===== src/rtl/add_mop_csv_acc.sv =====
// Streaming multi-operand carry-save accumulator: each beat is folded into a
// redundant (S, C) pair with no carry propagation; packets freeze into an output register.
module add_mop_csv_acc_csa #(
  parameter int width = 16
) (
  input  logic [width-1:0] a,
  input  logic [width-1:0] b,
  input  logic [width-1:0] c,
  output logic [width-1:0] s,
  output logic [width-1:0] cy
);
  assign s  = a ^ b ^ c;
  // The MSB carry leaves the word, so the majority is only formed below it.
  assign cy = {(a[width-2:0] & b[width-2:0]) | (a[width-2:0] & c[width-2:0]) |
               (b[width-2:0] & c[width-2:0]), 1'b0};
endmodule

module add_mop_csv_acc #(
  parameter  int width     = 16,
  parameter  int depth     = 4,
  parameter  int speed     = 1,
  parameter  int max_beats = 16,
  localparam int cnt_w     = $clog2(max_beats + 1)
) (
  input  logic                   clk_i,
  input  logic                   rst_ni,
  input  logic                   clear_i,
  input  logic                   in_valid_i,
  output logic                   in_ready_o,
  input  logic [depth*width-1:0] in_ops_i,
  input  logic                   in_last_i,
  output logic                   out_valid_o,
  input  logic                   out_ready_i,
  output logic [width-1:0]       out_s_o,
  output logic [width-1:0]       out_c_o,
  output logic [width-1:0]       out_sum_o,
  output logic [cnt_w-1:0]       out_beats_o
);
  localparam int n_ops = depth + 2;

  // CSAs per level: a chain retires one operand per level, a tree takes every full triple.
  function automatic int grp(input int n);
    if (n <= 2) return 0;
    return (speed != 0) ? n / 3 : 1;
  endfunction

  function automatic int cnt_at(input int l);
    int n;
    n = n_ops;
    for (int i = 0; i < l; i++) n -= grp(n);
    return n;
  endfunction

  function automatic int lvls();
    int n, k;
    n = n_ops;
    k = 0;
    for (int i = 0; i < 1024; i++)
      if (n > 2) begin
        n -= grp(n);
        k++;
      end
    return k;
  endfunction

  localparam int n_lvl = lvls();

  logic [width-1:0]            acc_s, acc_c;
  logic [cnt_w-1:0]            cnt;
  logic [depth-1:0][width-1:0] ops;
  logic [width-1:0]            s_nxt, c_nxt;
  logic                        fire_in, fire_out, term;

  assign ops = in_ops_i;

  for (genvar l = 0; l <= n_lvl; l++) begin : gen_lvl
    localparam int nin  = cnt_at(l);
    localparam int ng   = grp(nin);
    localparam int nout = nin - ng;
    logic [nin-1:0][width-1:0]  v;
    logic [nout-1:0][width-1:0] nv;
    if (l == 0) begin : g_src
      assign v = {acc_c, acc_s, ops};
    end else begin : g_link
      assign v = gen_lvl[l-1].nv;
    end
    for (genvar g = 0; g < ng; g++) begin : gen_csa
      add_mop_csv_acc_csa #(.width(width)) u_csa (
        .a (v[3*g]),
        .b (v[3*g+1]),
        .c (v[3*g+2]),
        .s (nv[2*g]),
        .cy(nv[2*g+1])
      );
    end
    if (nin > 3*ng) begin : g_pass
      assign nv[nout-1:2*ng] = v[nin-1:3*ng];
    end
  end

  // The last level always comes from a single CSA, so slot 1 is a shifted carry.
  assign s_nxt = gen_lvl[n_lvl].nv[0];
  assign c_nxt = gen_lvl[n_lvl].nv[1];

  assign in_ready_o = !clear_i && (!out_valid_o || out_ready_i);
  assign fire_in    = in_valid_i && in_ready_o;
  assign fire_out   = out_valid_o && out_ready_i;
  assign term       = in_last_i || (cnt == cnt_w'(max_beats - 1));
  assign out_sum_o  = out_s_o + out_c_o;

  always_ff @(posedge clk_i) begin
    if (!rst_ni) begin
      acc_s       <= '0;
      acc_c       <= '0;
      cnt         <= '0;
      out_s_o     <= '0;
      out_c_o     <= '0;
      out_beats_o <= '0;
      out_valid_o <= 1'b0;
    end else begin
      if (fire_out) out_valid_o <= 1'b0;
      if (clear_i) begin
        acc_s <= '0;
        acc_c <= '0;
        cnt   <= '0;
      end else if (fire_in) begin
        if (term) begin
          out_s_o     <= s_nxt;
          out_c_o     <= c_nxt;
          out_beats_o <= cnt + cnt_w'(1);
          out_valid_o <= 1'b1;
          acc_s       <= '0;
          acc_c       <= '0;
          cnt         <= '0;
        end else begin
          acc_s <= s_nxt;
          acc_c <= c_nxt;
          cnt   <= cnt + cnt_w'(1);
        end
      end
    end
  end
endmodule


===== config.mk =====
export PLATFORM = sky130hd
export DESIGN_NAME = add_mop_csv_acc
export DESIGN_NICKNAME = d
export VERILOG_FILES = /design/src/rtl/add_mop_csv_acc.sv
export SDC_FILE = /design/constraint.sdc
export NUM_CORES = 1
export LEC_CHECK = 0
export CORE_ASPECT_RATIO = 0.6
export CORE_UTILIZATION = 49
export DETAILED_ROUTE_END_ITERATION = 12
export PLACE_DENSITY_LB_ADDON = 0.12
export SETUP_SLACK_MARGIN = 0.1
export SLEW_MARGIN = 20
export SYNTH_ARGS = -nofsm -noshare
export SYNTH_HDL_FRONTEND = slang
export SYNTH_SLANG_ARGS = --single-unit

===== constraint.sdc =====
create_clock -name clk_i -period 3.2 [get_ports clk_i]
set_input_delay 0.64 -clock clk_i [delete_from_list [all_inputs] [get_ports clk_i]]
set_output_delay 0.64 -clock clk_i [all_outputs]
set_load 0.01 [all_outputs]

==> flow_metrics.py, run 1 <==
metrics = {
    "synthesis": {
        "ys.warnings.count": 0,
        "synthArstFlopShare_pct": 0,
        "netlist_area_um2": 4620,
        "synthFlopType": "dfxtp_1",
        "synth.distinct_cells": 50,
        "synth-seq-cells": 71,
        "ys_seq_area_share_pct": 30.7,
        "synthCells": 473,
        "synth_edf_count": 0,
        "synth_area_per_cell_um2": 9.78,
    },
    "worst_setup_path": {
        "worstPathCellList": "ha_1, a211oi_2, o21bai_1, a311o_1, mux2i_1, o2111ai_1, dlygate4sd2_1",
        "r2r_cells": 8,
        "critical_path.max_fanout": 4,
        "path_class": "register to primary output",
        "r2r_start": "acc_s[14]",
        "cpMaxStageDelayCell": "a311o_1",
        "r2r_setup_slack_ns": 0.76,
        "arrival_ns": 2.35,
        "slowest_delay_ns": 0.37,
        "r2r_end": "acc_s[15]",
        "end_kind": "primary output",
        "worstPathRequired_ns": 2.56,
        "worst-path-buf-inv": 1,
        "cpLargestDelayFamily": "compound AO/OA/AOI/OAI gates",
        "worstSetupStartpointType": "register",
    },
    "sta": {
        "relSlewSlack_pct": 34.4,
        "worstMarginPinSlew_ns": 0.984,
        "setup_viol": 0,
        "grt_setup_unrepaired": "no",
        "period_share_pct": 93.4,
        "fmax_ghz": 0.335,
        "finalClockSkew_ns": 0.00409,
        "hold_viol": 0,
        "finalSetupTns_ns": 0,
        "final_max_slew_viol_count": 0,
        "min_period_ns": 2.99,
        "hold-worst-slack_ns": 0.480,
    },
    "cells_and_area": {
        "nets": 740,
        "multiInputGateArea_um2": 3030,
        "area_growth_pct": 36.1,
        "regArea_um2": 1430,
        "layout_commonest_cell": "clkdlybuf4s50_1",
        "final_cell_mix": "clkdlybuf4s50_1, nand2_1, dfxtp_1",
        "fill_cells": 748,
        "antenna_cells": 0,
        "drive_gt1_share_pct": 7.36,
    },
    "cts": {
        "cts_hold_buf": 0,
        "numCtsBuffers": 9,
        "h-tree-depth": 3,
        "clkLatencyLatePin_ns": 0.33,
        "clkTransAtPathRegs_ns": 0.05,
        "cts_tree": "yes",
        "cts_buffer_depth": 2,
        "cts_sinks": 71,
        "cts_root_buf": "clkbuf_16",
    },
    "floorplan": {
        "die_h_um": 77.3,
        "rows": 27,
        "design.core.area_um2": 9160,
        "start_util_pct": 50.5,
        "die_w_um": 127,
        "die-area_um2": 9840,
        "ios": 125,
    },
    "routing": {
        "dr.pass1.iters": 5,
        "routedWlPerCell_um": 15.5,
        "drt_iter0_drc": 269,
        "vias": 3803,
        "final_antenna_net_count": 0,
        "wirelength_um": 11300,
        "viasPerCell": 5.22,
        "route.detailed.drc": 0,
    },
    "global_route": {
        "grt_pass1_vias": 3992,
        "antenna_found_initial": 0,
        "gr-total-overflow": 0,
        "track_usage_pct": 25.3,
        "grt_pass1_wl_um": 19200,
        "grt_max_degree": 37,
    },
    "pwr": {
        "pwr_density_cell_nw_per_um2": 424,
        "fin_total_pwr_mw": 2.67,
        "leakagePower_nw": 2.53,
        "ir_worst_vdd_uv": 295,
    },
    "min_path": {
        "worstHoldStart": "out_s_o[13]",
        "whs_endpoint": "out_s_o[13]",
        "hold_path_class": "register to register",
        "whs_path_depth": 2,
    },
    "placed_design": {
        "routabilityCongestion": 0.884,
        "io_buffers": 122,
        "dp.final_hpwl_um": 8800,
    },
    "run_status": {
        "outcome": "completed",
    },
    "flow_run": {
        "drv_cap": 0,
    },
}
==> state kept, by name (all words and copies together), names as in the netlist <==
signal       flops
out_c_o         14
out_beats_o      5
cnt              5
acc_s           16
out_s_o         16
out_valid_o      1
acc_c           14
==> power breakdown <==
group          internal [mW]  leakage, nW  total [mW]  switching [mW]
logic                  0.420         1.82       0.809           0.390
clock network          0.557        0.132       0.907           0.350
registers              0.920        0.576       0.954          0.0336
==> area by class of cell <==
| cell class | instances | share of cell area [%] |
|---|---|---|
| flip-flops and latches | 71 | 22.6 |
| clock inverters | 1 | 0.0795 |
| multi-input cells | 353 | 48.1 |
| well taps | 130 | 2.58 |
| inverters | 23 | 1.37 |
| clock buffers | 13 | 4.13 |
| repair buffers | 137 | 21.1 |
==> synthesized netlist by cell type (4+ instances only) <==
master	n	share of area (%)
o21ai_0	6	0.65
o211a_1	7	1.5
nor2_1	54	4.4
buf_4	6	0.97
nand2_1	68	5.5
ha_1	18	4.9
a22oi_1	28	4.5
fa_1	57	25
xnor2_1	13	2.5
nand2b_1	5	0.68
nor3_1	4	0.43
xor2_1	4	0.76
inv_1	23	1.9
buf_2	13	1.4
clkbuf_1	8	0.65
a21oi_1	15	1.6
mux2i_1	4	0.87
dfxtp_1	71	31
a21boi_1	28	4.5
==> per-stage QoR <==
step                cells  setup slack (ns)  utilization (%)  area, µm²
floorplan             474             0.592                -       4630
global placement      712             0.105             65.3       5980
detailed placement    712           -0.0196             65.3       5980
CTS                   727            0.0525             68.4       6260
global route          728            0.0983             68.8       6300
finish                728             0.212             68.8       6300
==> logic make-up (layout without fill, tap and decap cells) <==
kind of cell	count (synthesis)	count (layout)	share of synthesized area, %
fa+ha+maj	75	75	29.5
flops	71	71	30.7
other cells	1	2	0.0811
mux	4	4	0.866
simple gates	150	150	13.8
xor+xnor	18	18	3.71
buf+inv	50	174	4.90
compound gates	104	104	16.4
==> worst max-delay path by stage <==
stage	startpoint	end	depth (start not counted)
final	out_s_o[3]	out_sum_o[11]	7
after CTS	out_c_o[2]	out_sum_o[12]	9
after detailed placement	in_ops_i[62]	acc_s[15]	9
after floorplan	in_ops_i[62]	acc_s[15]	8
after global placement	in_ops_i[62]	acc_s[15]	9
after global routing	out_c_o[2]	out_sum_o[12]	9
==> routing by layer <==
| metal | GRT usage (%) | vias up | share of wire (%) |
|---|---|---|---|
| met5 | 0 | - | 0 |
| met4 | 6.55 | 0 | 1.2 |
| met3 | 6.28 | 13 | 5.7 |
| met2 | 43.0 | 123 | 49 |
| met1 | 32.1 | 1843 | 44 |
| li1 | - | 1824 | - |
==> timing repair <==
action,in CTS,in global routing
pin swaps,1,5
resized for setup,11,14
endpoints found under the setup margin,8,7
setup buffers,1,1
cloned,0,0
==> worst reg2reg max path, delay by kind of cell (launching register included) <==
kind,cells,cell delay [ns]
buf+inv,1,0.06
compound gates,1,0.17
simple gates,1,0.06
fa+ha+maj,2,0.96
flops,1,0.33
xor+xnor,3,0.73
(Power assumes the default switching activity.)
==> inputs of run 2 (changes only) <==
--- a/config.mk
+++ b/config.mk
@@ -8,7 +8,7 @@
 export CORE_ASPECT_RATIO = 0.6
 export CORE_UTILIZATION = 49
 export DETAILED_ROUTE_END_ITERATION = 12
-export PLACE_DENSITY_LB_ADDON = 0.12
+export PLACE_DENSITY_LB_ADDON = 0.05
 export SETUP_SLACK_MARGIN = 0.1
 export SLEW_MARGIN = 20
 export SYNTH_ARGS = -nofsm -noshare
==> flow_metrics.py, run 2 (same netlist as run 1, synthesis figures left out) <==
metrics = {
    "flow_run": {
        "drv_cap": 0,
    },
    "pwr": {
        "pwr_density_cell_nw_per_um2": 434,
        "leakagePower_nw": 2.55,
        "ir_worst_vdd_uv": 353,
    },
    "worst_setup_path": {
        "slowest_delay_ns": 0.41,
        "critical_path.max_fanout": 4,
        "worstSetupStartpointType": "register",
        "worstPathRequired_ns": 2.56,
        "path_class": "register to primary output",
        "end_kind": "primary output",
        "worstPathCellList": "ha_1, a211oi_2, o21bai_2, a311o_1, buf_4, xor2_1, dlygate4sd2_1",
        "arrival_ns": 2.31,
        "cpMaxStageDelayCell": "a311o_1",
    },
    "cts": {
        "clkLatencyLatePin_ns": 0.33,
        "cts_root_buf": "clkbuf_16",
        "cts_sinks": 71,
        "clkTransAtPathRegs_ns": 0.06,
        "cts_buffer_depth": 2,
        "numCtsBuffers": 9,
        "cts_tree": "yes",
        "h-tree-depth": 3,
    },
    "global_route": {
        "grt_pass1_wl_um": 19100,
        "grt_pass1_vias": 3980,
        "grt_max_degree": 43,
        "track_usage_pct": 25.1,
        "gr-total-overflow": 0,
        "antenna_found_initial": 0,
    },
    "min_path": {
        "hold_path_class": "register to register",
    },
    "run_status": {
        "outcome": "completed",
    },
    "floorplan": {
        "ios": 125,
        "die_w_um": 127,
        "die-area_um2": 9840,
        "design.core.area_um2": 9160,
        "start_util_pct": 50.5,
        "die_h_um": 77.3,
        "rows": 27,
    },
    "placed_design": {
        "io_buffers": 122,
        "placed_cell_area_um2": 5980,
        "routabilityCongestion": 0.877,
        "dp.final_hpwl_um": 8880,
        "pre_cts_ws_ns": 0.000705,
    },
    "sta": {
        "hold_viol": 0,
        "finalClockSkew_ns": 0.00473,
        "final_max_slew_viol_count": 0,
        "setup_viol": 0,
        "worst_slack_ns": 0.250,
        "fmax_ghz": 0.339,
        "finalSetupTns_ns": 0,
        "min_period_ns": 2.95,
        "worstMarginPinSlew_ns": 0.984,
        "grt_setup_unrepaired": "no",
        "relSlewSlack_pct": 34.4,
        "period_share_pct": 92.2,
    },
    "routing": {
        "vias": 3867,
        "route.detailed.drc": 0,
        "drt_iter0_drc": 191,
        "final_antenna_net_count": 0,
        "dr.pass1.iters": 5,
        "viasPerCell": 5.29,
        "routedWlPerCell_um": 15.5,
        "wirelength_um": 11300,
    },
    "cells_and_area": {
        "stdcell_area_um2": 6310,
        "fin_util_pct": 68.9,
        "nets": 741,
        "layout_commonest_cell": "clkdlybuf4s50_1",
        "area_growth_pct": 36.4,
        "drive_gt1_share_pct": 7.82,
        "reg_top3": "acc_s (16), out_s_o (16)",
        "antenna_cells": 0,
        "final_cell_mix": "clkdlybuf4s50_1, nand2_1, dfxtp_1",
    },
}
run 2: final timing paths:
check / startpoint / end / slack, ns / cells after the start
max: out_c_o[3] / out_sum_o[9] / 0.25 / 7
min: out_s_o[7] / out_s_o[7] / 0.48 / 2
max reg2reg: cnt[0] / out_c_o[11] / 0.74 / 7
min reg2reg: out_s_o[7] / out_s_o[7] / 0.48 / 2
run 2: repair_timing:
item	CTS	global route
setup buffers	1	1
pin swaps	4	4
hold buffers	0	0
setup endpoints to repair	8	7
gates resized for setup	14	11
run 2: cell type report:
type,count,area (µm²)
multi-input cells,353,3020
fillers,735,2850
flip-flops and latches,71,1430
repair buffers,138,1330
clock buffers,12,246
well taps,130,163
inverters,23,86.3
clock inverters,4,45.0
run 2: per-stage QoR:
stage	hold WS (ns)	std cells	total power [mW]
floorplan	0.454	474	1.44
global placement	0.466	713	1.77
detailed placement	0.473	713	1.79
CTS	0.486	730	2.76
global route	0.507	731	2.89
finish	0.482	731	2.74
run 2: critical path: cells and delay by family, from the launching register on:
kind | cells | cell delay (ns)
compound gates | 3 | 0.77
xor+xnor | 1 | 0.12
fa+ha+maj | 1 | 0.32
buf+inv | 2 | 0.43
flops | 1 | 0.34
run 2: routing by layer:
| layer | global-route usage (%) | up-vias | part of all wire, % | wire [µm] |
|---|---|---|---|---|
| li1 | - | 1826 | - | - |
| met1 | 31.3 | 1895 | 43 | 4870 |
| met2 | 43.8 | 133 | 50 | 5670 |
| met3 | 6.14 | 13 | 6.3 | 715 |
| met4 | 5.95 | 0 | 0.83 | 94 |
| met5 | 0 | - | 0 | 0 |
run 2: power by group:
part | internal, mW | switching (mW) | leakage [nW]
combinational | 0.419 | 0.389 | 1.83
clock | 0.621 | 0.361 | 0.146
sequential | 0.920 | 0.0320 | 0.576
==> inputs of run 3 (changes only) <==
--- a/config.mk
+++ b/config.mk
@@ -5,7 +5,7 @@
 export SDC_FILE = /design/constraint.sdc
 export NUM_CORES = 1
 export LEC_CHECK = 0
-export CORE_ASPECT_RATIO = 0.6
+export CORE_ASPECT_RATIO = 0.5
 export CORE_UTILIZATION = 49
 export DETAILED_ROUTE_END_ITERATION = 12
 export PLACE_DENSITY_LB_ADDON = 0.05
==> flow_metrics.py, run 3 (same netlist as run 1, synthesis figures left out) <==
metrics = {
    "pwr": {
        "leakagePower_nw": 2.51,
        "pwr_density_cell_nw_per_um2": 429,
        "ir_worst_vdd_uv": 280,
    },
    "worst_setup_path": {
        "slowest_delay_ns": 0.36,
        "critical_path.max_fanout": 5,
        "path_class": "register to primary output",
        "r2r_end": "out_c_o[8]",
        "r2r_start": "cnt[0]",
        "worstPathCellList": "ha_2, inv_1, fa_2, nor2b_2, o31a_1, o21ai_2, or3b_1, nand3_1, dlygate4sd2_1",
        "path_depth": 9,
        "arrival_ns": 2.39,
        "worstPathRequired_ns": 2.56,
        "worst-path-buf-inv": 2,
        "cpMaxStageDelayCell": "fa_2",
        "cpLargestDelayFamily": "simple AND/OR/NAND/NOR gates",
        "worstSetupStartpointType": "register",
        "r2r_setup_slack_ns": 0.76,
        "r2r_cells": 7,
        "end_kind": "primary output",
    },
    "placed_design": {
        "routabilityCongestion": 0.879,
        "dp.final_hpwl_um": 8970,
        "placed_cell_area_um2": 5920,
        "io_buffers": 122,
    },
    "min_path": {
        "worstHoldStart": "out_beats_o[1]",
        "hold_path_class": "register to register",
        "whs_endpoint": "out_beats_o[1]",
        "whs_path_depth": 2,
    },
    "cells_and_area": {
        "area_growth_pct": 35.6,
        "nets": 735,
        "stdcell_area_um2": 6270,
        "reg_top3": "acc_s (16), out_s_o (16)",
        "antenna_cells": 0,
        "layout_commonest_cell": "clkdlybuf4s50_1",
        "final_cell_mix": "clkdlybuf4s50_1, nand2_1, dfxtp_1",
        "drive_gt1_share_pct": 6.55,
    },
    "sta": {
        "hold_viol": 0,
        "worstMarginPinSlew_ns": 0.997,
        "hold-worst-slack_ns": 0.464,
        "finalClockSkew_ns": 0.00546,
        "final_max_slew_viol_count": 0,
        "period_share_pct": 94.8,
        "relSlewSlack_pct": 33.5,
        "fmax_ghz": 0.330,
        "min_period_ns": 3.03,
        "grt_setup_unrepaired": "yes",
        "finalSetupTns_ns": 0,
        "setup_viol": 0,
    },
    "global_route": {
        "gr-total-overflow": 0,
        "grt_pass1_wl_um": 18600,
        "grt_max_degree": 38,
        "antenna_found_initial": 0,
        "grt_pass1_vias": 3619,
        "track_usage_pct": 25.0,
    },
    "routing": {
        "dr.pass1.iters": 4,
        "drt_iter0_drc": 274,
        "route.detailed.drc": 0,
        "wirelength_um": 11500,
        "vias": 3801,
        "final_antenna_net_count": 0,
        "viasPerCell": 5.34,
        "routedWlPerCell_um": 16.1,
    },
    "cts": {
        "clkTransAtPathRegs_ns": 0.05,
        "cts_buffer_depth": 2,
        "cts_sinks": 71,
        "cts_tree": "yes",
        "cts_root_buf": "clkbuf_16",
        "clkLatencyLatePin_ns": 0.33,
        "cts_hold_buf": 0,
        "numCtsBuffers": 9,
        "h-tree-depth": 3,
    },
    "floorplan": {
        "design.core.area_um2": 8920,
        "start_util_pct": 51.9,
        "die-area_um2": 9850,
        "rows": 24,
        "ios": 125,
        "die_w_um": 139,
        "die_h_um": 70.7,
    },
    "run_status": {
        "outcome": "completed",
    },
    "flow_run": {
        "drv_cap": 0,
    },
}
## run 3: cell count changes in the layout (fill, tap and decap cells not counted), moves of 2 or more
cell           change
ha_1               -3
clkinv_2           -3
dlygate4sd2_1      +2
clkbuf_1           +3
buf_4              -7
ha_2               +2
## run 3: cell type report
cell class              count  area (µm²)
clock buffers              16         272
repair buffers            132        1300
well taps                 117         146
multi-input cells         353        3040
inverters                  23        86.3
fillers                   703        2650
flip-flops and latches     71        1430
## run 3: metrics by stage
step	util, %	worst slack [ns]	std cells	total power [mW]
global route	70.3	0.00457	712	2.84
detailed placement	66.4	0.0182	693	1.80
global placement	66.4	0.0920	693	1.78
CTS	69.7	0.0607	710	2.70
finish	70.3	0.167	712	2.69
floorplan	-	0.592	474	1.44
## run 3: worst max path at each step
stage,startpoint,to,slack [ns]
floorplan,in_ops_i[62],acc_s[15],0.59
global route,out_c_o[2],out_sum_o[12],0.005
detailed placement,in_ops_i[62],acc_s[15],0.02
global placement,in_ops_i[62],acc_s[15],0.09
CTS,out_s_o[2],out_sum_o[12],0.06
finish,out_c_o[2],out_sum_o[12],0.17
## run 3: metal layers
layer  up-vias  GRT usage (%)  share of wire, %  routed length (µm)
met3        18           6.23               9.7                1110
met1      1818           38.0                48                5540
li1       1816              -                 -                   -
met5         -              0                 0                   0
met4         0           7.41               1.5                 168
met2       149           34.8                41                4660
## run 3: report_power, final
part	internal, mW	leakage [nW]	switching [mW]	total [mW]
Clock	0.568	0.131	0.342	0.910
Combinational	0.423	1.81	0.403	0.826
Sequential	0.921	0.576	0.0360	0.957
## run 3: worst min-delay path, cell delays in order, from the launching register on
cell      delay, ns
dfxtp_1        0.31
nand2_1        0.06
a21boi_1       0.05
## run 3: repair_timing
| action | 4_1_cts | 5_1_grt |
|---|---|---|
| endpoints found under the setup margin | 8 | 8 |
| endpoints found under the hold margin | 0 | 0 |
| pin swaps | 4 | 6 |
| gates resized for setup | 14 | 8 |
| buffers inserted | 1 | 2 |
